File: config.mk
export PLATFORM = sky130hd
export DESIGN_NAME = spike_aer_arbiter
export DESIGN_NICKNAME = d
export VERILOG_FILES = /design/src/rtl/snn_pkg.sv /design/src/rtl/rr_arbiter.sv /design/src/rtl/spike_aer_arbiter.sv
export SDC_FILE = /design/constraint.sdc
export NUM_CORES = 1
export LEC_CHECK = 0
export ABC_AREA = 1
export BUFFER_PORTS_ARGS = -buffer_cell sky130_fd_sc_hd__buf_4
export CORE_MARGIN = 1
export CORE_UTILIZATION = 36
export DETAILED_ROUTE_END_ITERATION = 8
export GPL_TIMING_DRIVEN = 1
export MAX_ROUTING_LAYER = met4
export PLACE_DENSITY = 0.54
export SYNTH_ARGS = -nofsm -noshare
export SYNTH_HDL_FRONTEND = slang
export SYNTH_SLANG_ARGS = --single-unit
File: constraint.sdc
create_clock -name clk -period 8.8 [get_ports clk]
set_clock_uncertainty 0.2 [all_clocks]
set_input_delay 1.76 -clock clk [delete_from_list [all_inputs] [get_ports clk]]
set_output_delay 1.76 -clock clk [all_outputs]
set_load 0.02 [all_outputs]
File: src/rtl/snn_pkg.sv
// Shared SNN definitions: default array geometry, clog2 helper, half-float constants.
// Pure declarations; no timing or flow control.
package snn_pkg;

  localparam int NUM_NEURONS_DEF = 8;
  localparam int ADDR_WIDTH_DEF  = 3;
  localparam int TS_WIDTH_DEF    = 16;

  localparam logic [15:0] FP16_ZERO = 16'h0000;
  localparam logic [15:0] FP16_HALF = 16'h3800;
  localparam logic [15:0] FP16_ONE  = 16'h3c00;

  function automatic int clog2(input int value);
    int r;
    int v;
    r = 0;
    v = value - 1;
    while (v > 0) begin
      r++;
      v = v >> 1;
    end
    return r;
  endfunction

endpackage

File: src/rtl/rr_arbiter.sv
// Combinational round-robin picker: first set req bit at or after ptr, wrapping N-1 -> 0.
// Zero latency; no flow control, the caller decides whether the grant is taken.
module rr_arbiter
  import snn_pkg::*;
#(
  parameter int N  = NUM_NEURONS_DEF,
  parameter int AW = ADDR_WIDTH_DEF
) (
  input  logic [N-1:0]  req,
  input  logic [AW-1:0] ptr,
  output logic          grant_valid,
  output logic [AW-1:0] grant_idx
);

  always_comb begin
    int j;
    logic [AW-1:0] idx;
    grant_valid = 1'b0;
    grant_idx   = '0;
    for (int i = 0; i < N; i++) begin
      j = int'(ptr) + i;
      if (j >= N) j = j - N;
      idx = AW'(j);
      if (!grant_valid && req[idx]) begin
        grant_valid = 1'b1;
        grant_idx   = idx;
      end
    end
  end

endmodule

File: src/rtl/spike_aer_arbiter.sv
// Latches neuron spikes and serialises them round-robin onto one timestamped AER stream; 2-cycle fire-to-valid.
// Holds addr/timestamp while aer_ready is low; a re-fire of a still-pending neuron is dropped and flagged (SPIKE_ARB_STARVE_GUARD_EN adds age-forced grants).
module spike_aer_arbiter
  import snn_pkg::*;
#(
  parameter int NUM_NEURONS = NUM_NEURONS_DEF,
  parameter int ADDR_WIDTH  = ADDR_WIDTH_DEF,
  parameter int TS_WIDTH    = TS_WIDTH_DEF
) (
  input  logic                   clk,
  input  logic                   reset,
  input  logic [NUM_NEURONS-1:0] fired,
  input  logic                   timestep_tick,
  output logic                   aer_valid,
  input  logic                   aer_ready,
  output logic [ADDR_WIDTH-1:0]  aer_addr,
  output logic [TS_WIDTH-1:0]    aer_timestep,
  output logic                   overflow,
  input  logic                   clear_overflow
);

  logic [NUM_NEURONS-1:0] pending_q, pending_d, granted;
  logic                   valid_q, valid_d;
  logic [ADDR_WIDTH-1:0]  addr_q, addr_d;
  logic [TS_WIDTH-1:0]    ts_q, ts_d;
  logic [TS_WIDTH-1:0]    cnt_q, cnt_d;
  logic                   ovf_q, ovf_d;
  logic [ADDR_WIDTH-1:0]  ptr_q, ptr_d;

  logic                   slot_free;
  logic                   rr_vld, grant_vld;
  logic [ADDR_WIDTH-1:0]  rr_idx, grant_idx;

  assign slot_free = ~valid_q | aer_ready;

  rr_arbiter #(
    .N  (NUM_NEURONS),
    .AW (ADDR_WIDTH)
  ) u_rr (
    .req         (pending_q),
    .ptr         (ptr_q),
    .grant_valid (rr_vld),
    .grant_idx   (rr_idx)
  );

`ifdef SPIKE_ARB_STARVE_GUARD_EN
  localparam int AGE_W = clog2(2 * NUM_NEURONS + 2);
  localparam logic [AGE_W-1:0] AGE_LIMIT = AGE_W'(2 * NUM_NEURONS);
  localparam logic [AGE_W-1:0] AGE_MAX   = AGE_W'(2 * NUM_NEURONS + 1);

  logic [AGE_W-1:0]      age_q [NUM_NEURONS];
  logic [AGE_W-1:0]      age_d [NUM_NEURONS];
  logic                  aged_vld;
  logic [ADDR_WIDTH-1:0] aged_idx;

  // Descending scan so the lowest aged index is the one left standing.
  always_comb begin
    aged_vld = 1'b0;
    aged_idx = '0;
    for (int i = NUM_NEURONS - 1; i >= 0; i--) begin
      if (pending_q[i] && (age_q[i] > AGE_LIMIT)) begin
        aged_vld = 1'b1;
        aged_idx = ADDR_WIDTH'(i);
      end
    end
  end

  assign grant_vld = slot_free & rr_vld;
  assign grant_idx = aged_vld ? aged_idx : rr_idx;

  always_comb begin
    for (int i = 0; i < NUM_NEURONS; i++) begin
      if (!pending_d[i] || granted[i]) age_d[i] = '0;
      else if (age_q[i] != AGE_MAX)    age_d[i] = age_q[i] + AGE_W'(1);
      else                             age_d[i] = age_q[i];
    end
  end

  always_ff @(posedge clk or negedge reset) begin
    if (!reset) begin
      for (int i = 0; i < NUM_NEURONS; i++) age_q[i] <= '0;
    end else begin
      for (int i = 0; i < NUM_NEURONS; i++) age_q[i] <= age_d[i];
    end
  end
`else
  assign grant_vld = slot_free & rr_vld;
  assign grant_idx = rr_idx;
`endif

  always_comb begin
    granted = '0;
    if (grant_vld) granted[grant_idx] = 1'b1;

    pending_d = (pending_q & ~granted) | fired;

    ovf_d = ovf_q;
    if (clear_overflow) ovf_d = 1'b0;
    // A fire on the granted index re-arms pending and is not a drop.
    if (|(fired & pending_q & ~granted)) ovf_d = 1'b1;

    cnt_d = cnt_q + TS_WIDTH'(timestep_tick);

    valid_d = valid_q;
    addr_d  = addr_q;
    ts_d    = ts_q;
    ptr_d   = ptr_q;
    if (grant_vld) begin
      valid_d = 1'b1;
      addr_d  = grant_idx;
      ts_d    = cnt_q;
      ptr_d   = (grant_idx == ADDR_WIDTH'(NUM_NEURONS - 1)) ? '0 : grant_idx + ADDR_WIDTH'(1);
    end else if (slot_free) begin
      valid_d = 1'b0;
    end
  end

  always_ff @(posedge clk or negedge reset) begin
    if (!reset) begin
      pending_q <= '0;
      valid_q   <= 1'b0;
      addr_q    <= '0;
      ts_q      <= '0;
      cnt_q     <= '0;
      ovf_q     <= 1'b0;
      ptr_q     <= '0;
    end else begin
      pending_q <= pending_d;
      valid_q   <= valid_d;
      addr_q    <= addr_d;
      ts_q      <= ts_d;
      cnt_q     <= cnt_d;
      ovf_q     <= ovf_d;
      ptr_q     <= ptr_d;
    end
  end

  assign aer_valid    = valid_q;
  assign aer_addr     = addr_q;
  assign aer_timestep = ts_q;
  assign overflow     = ovf_q;

endmodule

==> results.md, run 1 <==
- Status: completed
- CP cell instances: inv_2 > ha_1 > inv_2 > nand3_2 > nand3_2 > nand2_4 > nor2_8 > nand4_4 > nor2_4 > nand3b_1 > nand2_2 > inv_2 > nand2_1 > o21bai_1 > nand2_1 > nor2_1 > nand3_1
- Filler cell count in the final layout: 824
- Tmin final: 3.69 ns
- Design Power: 1330 uW
- Sw Ratio: 0.530
- Layout cells sized above 1: 0.209
- Most used cell, CP: inv_2
- Clk Latency, worst-skew pair: 0.29 ns
- Clock sinks: 48
- Static leakage: 0.00172 uW
- Clock slew at reported path FFs: 0.09 ns
- Postcts setup bufs: 0
- Port Buffers: 33
- Synth Instances: 359
- Crit path kind: flip-flop to flip-flop
- Die width: 91.0 microns
- Pint: 626 uW
- Total Die Area: 8290 sq um
- DRT Wirelength: 6170 microns
- Worst Hold Class: flip-flop to flip-flop
- Vias in the first global route: 2,165
- Post-Syn Area: 2850 sq um
- Dpl hpwl: 4820 microns
- P_sw: 706 uW
- Initial Util: 0.371
- Comb pwr share: 0.644
- Ports: 34
- ANT cells: 0
- Max Clk Rate: 0.271 GHz
- Yosys cell types: 33
- Worst Path Required: 8.83 ns
- Synth Flop Type: dfrtp_1
- Utilization after layout: 0.425
- Nets@finish: 408
- Core area: 7690 sq um
- Register Area: 1200 sq um
- Crit path DAT: 3.72 ns
- Syn. warnings: 0
- Vert. Die Dim: 91.0 microns
- Crit. End Element: flip-flop
- CTS Hold Bufs: 0
- Max Cap Violations: 0
- Htree depth: 2
- Resized Gates After CTS: 0
- P&R area growth vs syn: 14.5%
- Setup TNS: 0 ns
- Part of the Yosys area used for sequential elements: 0.421
- Post-route DRC violation count: 0
- Global-route wire length before repair: 10,500 microns
- Row Count: 32
- Drt pass-1 iters: 4
- CP Launch Type: flip-flop
- Wire per inst: 12.5 microns
- Multi-input logic area: 1430 sq um
- Largest net degree at the start of global routing: 49
- Fin. Hold Viols: 0
- Worst setup margin: 5.11 ns
- Tot GR Track Use: 0.162
- Slew @ Worst Pin: 0.599 ns
- Max incr delay on CP: 0.55 ns
- RSZ-0062 raised after global routing: false
- DR vias/cell: 4.60
- Fin crit share: 0.420
- Total CTS buffers: 5
- Synth Register Bits: 48
- Mean Syn Cell Area: 7.95 sq um
- Syn_nets: 376
- Clk root buf: clkbuf_8
- Grt total ovfl: 0
- Post-synth ARST share: 1.00
- CTS tree: done
- Routed Antenna Nets: 0
- Worst slack, placed: 5.07 ns
- Relative slew margins: 0.601
- DR vias: 2,270
- Placer Congestion: 0.850
- Count of final setup violators: 0
- Fin. max-slew vios: 0
- Crit-path slowest cell: dfrtp_1
- Initial detailed-routing violation count: 75
- Number of synthesized flops with an enable pin: 0
- Clock Path Buffers: 2
- Critical path peak fanout: 33
- Initial antenna violation count: 0
- P per Cell Area: 408 nW/um^2
- Clock share of power: 0.101
- Max rail drop VDD: 0.123 mV
- Sequential power share: 0.255
- Reg2reg setup slack: 5.11 ns
[metal layers]
| metal | routed length, microns | up-vias | track usage | share of wire |
|---|---|---|---|---|
| met3 | 150 | 5 | 0.0260 | 0.024 |
| met1 | 2970 | 1040 | 0.209 | 0.48 |
| met2 | 3010 | 23 | 0.269 | 0.49 |
| met4 | 44 | 0 | 0.0357 | 0.0071 |
| li1 | - | 1202 | - | - |
| met5 | 0 | - | - | 0 |
[stage by stage]
stage | area [sq um] | std cells | hold slack, ns
after floorplan | 2850 | 359 | 0.246
after global placement | 3170 | 486 | 0.265
after detailed placement | 3170 | 486 | 0.267
after CTS | 3270 | 494 | 0.291
after global routing | 3270 | 494 | 0.320
final | 3270 | 494 | 0.286
[worst paths after layout]
kind	start	to	cells after the start
max in group asynchronous	reset	pending_q[7]	1
worst min register to register	aer_timestep[1]	aer_timestep[1]	2
worst max register to register	ptr_q[0]	overflow	17
worst min-delay path	aer_timestep[1]	aer_timestep[1]	2
min in group asynchronous	reset	aer_timestep[0]	1
worst max-delay path	ptr_q[0]	overflow	17
[cells in the final DEF, fill, tap and decap left out]
cell type / instances
a21boi_1: 1
a21o_1: 7
a31oi_2: 2
buf_4: 33
clkbuf_1: 1
clkbuf_8: 6
clkinv_1: 2
clkinvlp_4: 1
dfrtp_1: 48
ha_1: 4
inv_1: 35
inv_2: 7
nand2_1: 99
nand2_2: 10
nand2_4: 3
nand3_1: 37
nand3_2: 12
nand3b_1: 1
nand4_1: 3
nand4_4: 1
nor2_1: 30
nor2_2: 2
nor2_4: 3
nor2_8: 1
nor3_1: 5
o21a_1: 1
o21ai_0: 16
o21ai_1: 1
o21bai_1: 2
o221ai_1: 1
xnor2_1: 2
xnor2_2: 1
xor2_1: 14
[cell type report]
cell class / count / share of cell area
clock inverters: 1 / 0.00230
repair buffers: 33 / 0.0758
clock buffers: 7 / 0.0264
flip-flops and latches: 48 / 0.368
well taps: 102 / 0.0391
multi-input cells: 259 / 0.438
inverters: 44 / 0.0505
[flip-flops by register name (all words and copies together) (netlist names)]
name          count
aer_timestep     16
cnt_q            16
pending_q         8
aer_addr          3
ptr_q             3
aer_valid         1
overflow          1
[cell families after synthesis]
logic type	share of synthesized area
AOI/OAI and AO/OA	0.0706
xor gates and xnor gates	0.0548
adders and majority gates	0.0175
buffers and inverters	0.0772
and+or+nand+nor	0.359
DFF	0.421
[worst max-delay path, delay by kind of cell (launching register included)]
kind	cells	cell delay [ns]
buffers and inverters	3	0.62
AND/OR/NAND/NOR	12	1.69
AO/OA/AOI/OAI	1	0.09
adder cells (fa/ha/maj)	1	0.44
flip-flops	1	0.55
[synth_stat cells, types with 3 or more instances]
cell type  number  area (sq um)
nand2_1        99           372
nand3_1        37           185
nor2_1         30           113
xor2_1         14           123
dfrtp_1        48          1200
nand3_2        12           120
nor3_1          5          25.0
a21o_1          7          52.6
inv_1          35           131
inv_2           7          26.3
nand2_2        10          62.6
nand2_4         3          33.8
nor2_4          3          33.8
ha_1            4          50.1
o21ai_0        16          80.1
nand4_1         3          18.8
[power by group through the flow]
stage                     combinational, uW  sequential [uW]  clock, uW
after floorplan                         667              346          0
after global placement                  860              343          0
after detailed placement                861              344          0
after CTS                               864              340        140
after global routing                    971              350        149
final                                   858              340        134
No activity file was read; power rests on OpenSTA's default activity.
==> run 2: changes to the inputs <==
--- a/config.mk
+++ b/config.mk
@@ -12,7 +12,7 @@
 export DETAILED_ROUTE_END_ITERATION = 8
 export GPL_TIMING_DRIVEN = 1
 export MAX_ROUTING_LAYER = met4
-export PLACE_DENSITY = 0.54
+export PLACE_DENSITY = 0.56
 export SYNTH_ARGS = -nofsm -noshare
 export SYNTH_HDL_FRONTEND = slang
 export SYNTH_SLANG_ARGS = --single-unit
==> constraint.sdc (replaced) <==
create_clock -name clk -period 3.05 [get_ports clk]
set_clock_uncertainty 0.2 [all_clocks]
set_input_delay 0.61 -clock clk [delete_from_list [all_inputs] [get_ports clk]]
set_output_delay 0.61 -clock clk [all_outputs]
set_load 0.02 [all_outputs]
==> run 2 against run 1 <==
Compared with the run above: clock-buffer cell count decreased by 1; design area increased by 3.7%; non-clock buffer count increased by 10; final cell count increased by 2.0%; maximum frequency increased by 31%; sequential power increased to 2.8 times the previous value; critical path type unchanged; critical endpoint unchanged; largest cell class unchanged; highest routed layer unchanged.
==> results.md, run 2 (synthesis gave the netlist of run 1 again) <==
- Crit path kind: flip-flop to flip-flop (unchanged)
- Total CTS buffers: 5 (unchanged)
- Sw Ratio: 0.521 (was 0.530)
- Initial antenna violation count: 0 (unchanged)
- Status: completed (unchanged)
- Worst setup path startpoint: ptr_q[0] (unchanged)
- Post-route DRC violation count: 0 (unchanged)
- Wire per inst: 12.6 microns (was 12.5 microns)
- Initial detailed-routing violation count: 77 (was 75)
- Clock slew at reported path FFs: 0.09 ns (about the same)
- Worst Path Required: 3.02 ns (was 8.83 ns)
- Dpl hpwl: 4930 microns (was 4820 microns)
- Total Die Area: 8290 sq um (unchanged)
- Vias in the first global route: 2,331 (was 2,165)
- DR vias: 2,364 (was 2,270)
- Design Power: 4080 uW (was 1330 uW)
- Nets@finish: 418 (was 408)
- Core area: 7690 sq um (unchanged)
- Drt pass-1 iters: 4 (unchanged)
- RR Startpoint: ptr_q[0] (unchanged)
- Max rail drop VDD: 0.419 mV (was 0.123 mV)
- Critical path peak fanout: 10 (was 33)
- CTS Hold Bufs: 0 (unchanged)
- Worst Hold Class: input pin to async pin (was flip-flop to flip-flop)
- Relative slew margins: 0.609 (was 0.601)
- Placer Congestion: 0.922 (was 0.850)
- Reg2reg path depth: 18 (was 17)
- Htree depth: 2 (unchanged)
- Most common cell after layout, fill and taps aside: nand2_1 (unchanged)
- Filler cell count in the final layout: 795 (was 824)
- Clk Latency, worst-skew pair: 0.29 ns (about the same)
- Tmin final: 2.83 ns (was 3.69 ns)
- Global-route wire length before repair: 10,800 microns (was 10,500 microns)
- ANT cells: 0 (unchanged)
- CTS tree: done (unchanged)
- Critical Path Sink: overflow (unchanged)
- CP Launch Type: flip-flop (unchanged)
- Most frequent cells in the layout: nand2_1, dfrtp_1, buf_4, inv_1, nand3_1 (was nand2_1, dfrtp_1, nand3_1, inv_1, buf_4)
- Comb pwr share: 0.674 (was 0.644)
- DR vias/cell: 4.69 (was 4.60)
- P_sw: 2130 uW (was 706 uW)
- Reg-to-Reg End: overflow (unchanged)
- Routed Antenna Nets: 0 (unchanged)
- P&R area growth vs syn: 18.8% (was 14.5%)
- DRT Wirelength: 6330 microns (was 6170 microns)
- Layout Cells excl Fill: 504 (was 494)
- Ports: 34 (unchanged)
- Crit path DAT: 2.80 ns (was 3.72 ns)
- Fin crit share: 0.927 (was 0.420)
- Clock sinks: 48 (unchanged)
- P per Cell Area: 1200 nW/um^2 (was 408 nW/um^2)
- Die width: 91.0 microns (unchanged)
- Crit. End Element: flip-flop (unchanged)
- Largest net degree at the start of global routing: 49 (unchanged)
- Pint: 1960 uW (was 626 uW)
- Reg2reg setup slack: 0.22 ns (was 5.11 ns)
- Vert. Die Dim: 91.0 microns (unchanged)
- Fin Hold WS: 0.114 ns (was 0.286 ns)
- Sequential power share: 0.233 (was 0.255)
- Utilization after layout: 0.441 (was 0.425)
- Fin. max-slew vios: 0 (unchanged)
- Row Count: 32 (unchanged)
- Initial Util: 0.371 (unchanged)
- Inst Count DP: 493 (was 486)
- Max Cap Violations: 0 (unchanged)
- Max Clk Rate: 0.354 GHz (was 0.271 GHz)
- Count of final setup violators: 0 (unchanged)
- Grt total ovfl: 0 (unchanged)
- Clock share of power: 0.093 (was 0.101)
- Slew @ Worst Pin: 0.587 ns (was 0.599 ns)
- Clock Path Buffers: 2 (unchanged)
- Tot GR Track Use: 0.166 (was 0.162)
- Layout cells sized above 1: 0.251 (was 0.209)
- Fin. Hold Viols: 0 (unchanged)
- Static leakage: 0.00179 uW (was 0.00172 uW)
- Port Buffers: 33 (unchanged)
- Clk root buf: clkbuf_8 (unchanged)
==> run 2: cell count changes in the layout (fill, tap and decap cells not counted), moves of 2 or more <==
cell	delta
nand3_1	-4
clkinv_2	+2
nor2_1	-2
buf_4	+10
ha_1	-2
nand3_2	+4
==> run 2: layout make-up <==
class                      count  area, sq um  share of cell area
clock buffer                   6         82.6              0.0244
clock inverter                 2         10.0             0.00295
inverter                      44          168              0.0495
multi-input combinational    259         1480               0.436
sequential                    48         1200               0.354
tap                          102          128              0.0377
timing repair buffer          43          323              0.0952
==> run 2: power groups by stage <==
stage	registers, uW	clock network (uW)	logic (uW)
finish	952	381	2750
floorplan	999	0	1930
detailed placement	966	0	2580
global route	980	416	3050
CTS	954	400	2590
global placement	963	0	2580
==> run 2: what timing repair did <==
| item | in CTS | in global routing |
|---|---|---|
| setup buffers | 0 | 3 |
| endpoints found under the setup margin | 0 | 13 |
| resized for setup | 0 | 11 |
==> run 2: worst min-delay path by stage <==
stage                     cells after the start            start         endpoint
final                                         1            reset  aer_timestep[0]
after global routing                          1            reset  aer_timestep[0]
after CTS                                     1            reset  aer_timestep[0]
after detailed placement                      2  aer_timestep[2]  aer_timestep[2]
after global placement                        2         cnt_q[0]  aer_timestep[0]
after floorplan                               0            reset      aer_addr[0]
==> run 2: routing by layer <==
metal / up-vias / part of all wire / GRT usage
li1: 1223 / - / -
met4: 0 / 0.015 / 0.0556
met3: 8 / 0.022 / 0.0184
met1: 1092 / 0.47 / 0.210
met5: - / 0 / -
met2: 41 / 0.49 / 0.279
==> run 2: worst max-delay path, stage by stage, from the launching register on <==
cell and delay, ns:
dfrtp_1 0.40, buf_4 0.18, ha_2 0.22, xnor2_2 0.25
nand3_2 0.15, nand2_4 0.13, nor2_8 0.05, nand2_1 0.07
nand2_1 0.05, nor2_1 0.11, nand2_1 0.06, nor2_1 0.13
nand3_2 0.14, nor2_4 0.14, nand3_1 0.12, nand2_1 0.08
nand2_1 0.05, nor2_1 0.10, nand3_1 0.08
==> run 2: stage by stage <==
| step | TNS, ns | setup slack [ns] | cell area [sq um] |
|---|---|---|---|
| final | 0 | 0.223 | 3390 |
| after floorplan | 0 | 0.193 | 2850 |
| after detailed placement | 0 | 0.0630 | 3230 |
| after global routing | -0.00144 | -0.00144 | 3390 |
| after global placement | 0 | 0.0597 | 3230 |
| after CTS | 0 | 0.0392 | 3320 |
==> run 3: changes to the inputs <==
--- a/config.mk
+++ b/config.mk
@@ -12,7 +12,8 @@
 export DETAILED_ROUTE_END_ITERATION = 8
 export GPL_TIMING_DRIVEN = 1
 export MAX_ROUTING_LAYER = met4
-export PLACE_DENSITY = 0.56
+export PLACE_DENSITY_LB_ADDON = 0.25
+export SKIP_LAST_GASP = 1
 export SYNTH_ARGS = -nofsm -noshare
 export SYNTH_HDL_FRONTEND = slang
 export SYNTH_SLANG_ARGS = --single-unit
==> run 3 against run 2 <==
Compared with the run above: clock-buffer cell count grew 1; setup slack gained 0.015 ns; hold slack gained 0.0096 ns; critical endpoint unchanged; largest power group unchanged; register-to-register slack gained 0.02 ns; critical path type unchanged; clock power grew 5%; largest cell class unchanged; critical path depth grew 1.
==> results.md, run 3 (synthesis gave the netlist of run 1 again) <==
- Status: completed (unchanged)
- Worst setup margin: 0.238 ns (was 0.223 ns)
- Largest net degree at the start of global routing: 49 (unchanged)
- Tmin final: 2.81 ns (was 2.83 ns)
- Core area: 7690 sq um (unchanged)
- CP cell instances: buf_4 > ha_4 > xnor2_4 > buf_4 > nor2_1 > a31oi_2 > inv_2 > nor2_4 > nand3_2 > nand2_1 > nand2_1 > nand2_4 > nand2_2 > inv_2 > nand2_1 > nand2_1 > nand2_1 > inv_1 > nand3_1 (was buf_4 > ha_2 > xnor2_2 > nand3_2 > nand2_4 > nor2_8 > nand2_1 > nand2_1 > nor2_1 > nand2_1 > nor2_1 > nand3_2 > nor2_4 > nand3_1 > nand2_1 > nand2_1 > nor2_1 > nand3_1)
- Htree depth: 2 (unchanged)
- Worst Path Buf+Inv: 5 (was 1)
- Fin. Hold Viols: 0 (unchanged)
- Crit path kind: flip-flop to flip-flop (unchanged)
- Max Clk Rate: 0.356 GHz (was 0.354 GHz)
- Initial Util: 0.371 (unchanged)
- Post-route DRC violation count: 0 (unchanged)
- Nets@finish: 418 (unchanged)
- Placer Congestion: 0.857 (was 0.922)
- P&R area growth vs syn: 19.9% (was 18.8%)
- Crit-path slowest cell: dfrtp_1 (unchanged)
- Dpl hpwl: 4930 microns (about the same)
- Worst Hold Class: input pin to async pin (unchanged)
- Count of final setup violators: 0 (unchanged)
- CP top delay family: simple AND/OR/NAND/NOR gates (unchanged)
- Most common cell after layout, fill and taps aside: nand2_1 (unchanged)
- Total CTS buffers: 5 (unchanged)
- Wire per inst: 12.7 microns (was 12.6 microns)
- Layout Cells excl Fill: 503 (was 504)
- Routed Antenna Nets: 0 (unchanged)
- Clock slew at reported path FFs: 0.08 ns (was 0.09 ns)
- Clock sinks: 48 (unchanged)
- Crit path DAT: 2.80 ns (about the same)
- CTS tree: done (unchanged)
- Placed inst area: 3230 sq um (unchanged)
- Design Area, Final: 3420 sq um (was 3390 sq um)
- Vias in the first global route: 2,370 (was 2,331)
- Most frequent cells in the layout: nand2_1, dfrtp_1, buf_4, inv_1, nand3_1 (unchanged)
- CTS Hold Bufs: 0 (unchanged)
- Die width: 91.0 microns (unchanged)
- Static leakage: 0.00178 uW (was 0.00179 uW)
- Tot GR Track Use: 0.168 (was 0.166)
- Design Power: 4120 uW (was 4080 uW)
- Inst Count DP: 493 (unchanged)
- Total Die Area: 8290 sq um (unchanged)
- Fin. max-slew vios: 0 (unchanged)
- Relative slew margins: 0.596 (was 0.609)
- Worst Path Required: 3.03 ns (was 3.02 ns)
- DR vias: 2,403 (was 2,364)
- Max incr delay on CP: 0.39 ns (was 0.40 ns)
- Clock Path Buffers: 2 (unchanged)
- ANT cells: 0 (unchanged)
- Crit. End Element: flip-flop (unchanged)
- Max Cap Violations: 0 (unchanged)
- Max rail drop VDD: 0.409 mV (was 0.419 mV)
- Ports: 34 (unchanged)
- Slew @ Worst Pin: 0.606 ns (was 0.587 ns)
- Fin crit share: 0.922 (was 0.927)
- Worst slack, placed: 0.113 ns (was 0.0630 ns)
- Initial antenna violation count: 0 (unchanged)
- DRT Wirelength: 6410 microns (was 6330 microns)
- Vert. Die Dim: 91.0 microns (unchanged)
- Most used cell, CP: nand2_1 (unchanged)
- Global-route wire length before repair: 10,800 microns (about the same)
- Initial detailed-routing violation count: 62 (was 77)
- CP Launch Type: flip-flop (unchanged)
- DR vias/cell: 4.78 (was 4.69)
- Clk Latency, worst-skew pair: 0.29 ns (about the same)
- Drt pass-1 iters: 4 (unchanged)
- Clk root buf: clkbuf_8 (unchanged)
- Row Count: 32 (unchanged)
- P per Cell Area: 1210 nW/um^2 (was 1200 nW/um^2)
- Port Buffers: 33 (unchanged)
- Grt total ovfl: 0 (unchanged)
- Layout cells sized above 1: 0.249 (was 0.251)
- Critical path peak fanout: 10 (unchanged)
## run 3: changes by cell type in the layout (fill, tap and decap cells not counted), sizes merged
cell and change:
clkinv -2, clkbuf +1
## run 3: power breakdown
| group | internal [uW] | total [uW] | switching (uW) |
|---|---|---|---|
| Clock | 202 | 399 | 197 |
| Sequential | 806 | 967 | 161 |
| Combinational | 992 | 2760 | 1760 |
## run 3: layout make-up
type                            count  area, sq um
Fill cell                         807         4270
Multi-Input combinational cell    259         1500
Tap cell                          102          128
Timing Repair Buffer               43          327
Sequential cell                    48         1200
Clock buffer                        7         96.3
Inverter                           44          165
## run 3: per-stage QoR
| stage | hold slack, ns | utilization | TNS, ns |
|---|---|---|---|
| after global routing | 0.169 | 0.445 | -0.00165 |
| final | 0.124 | 0.445 | 0 |
| after detailed placement | 0.266 | 0.420 | 0 |
| after CTS | 0.134 | 0.432 | 0 |
| after global placement | 0.263 | 0.420 | 0 |
| after floorplan | 0.114 | - | 0 |
## run 3: layer usage
| layer | global-route usage | share of wire | up-vias |
|---|---|---|---|
| met5 | - | 0 | - |
| met4 | 0.0622 | 0.018 | 0 |
| met3 | 0.0201 | 0.025 | 12 |
| met2 | 0.287 | 0.51 | 41 |
| met1 | 0.204 | 0.45 | 1134 |
| li1 | - | - | 1216 |
## run 3: repair_timing
item | 4_1_cts | 5_1_grt
endpoints found under the setup margin | 0 | 5
buffers inserted | 0 | 3
gates resized for setup | 0 | 13
## run 3: final timing paths
check | endpoint | from | slack, ns | cells after the start
worst min-delay path | cnt_q[14] | reset | 0.12 | 1
min in group clk | aer_timestep[0] | cnt_q[0] | 0.28 | 2
max in group asynchronous | ptr_q[2] | reset | 2.10 | 1
worst min register to register | aer_timestep[0] | cnt_q[0] | 0.28 | 2
worst max-delay path | overflow | ptr_q[0] | 0.24 | 19
worst max register to register | overflow | ptr_q[0] | 0.24 | 19
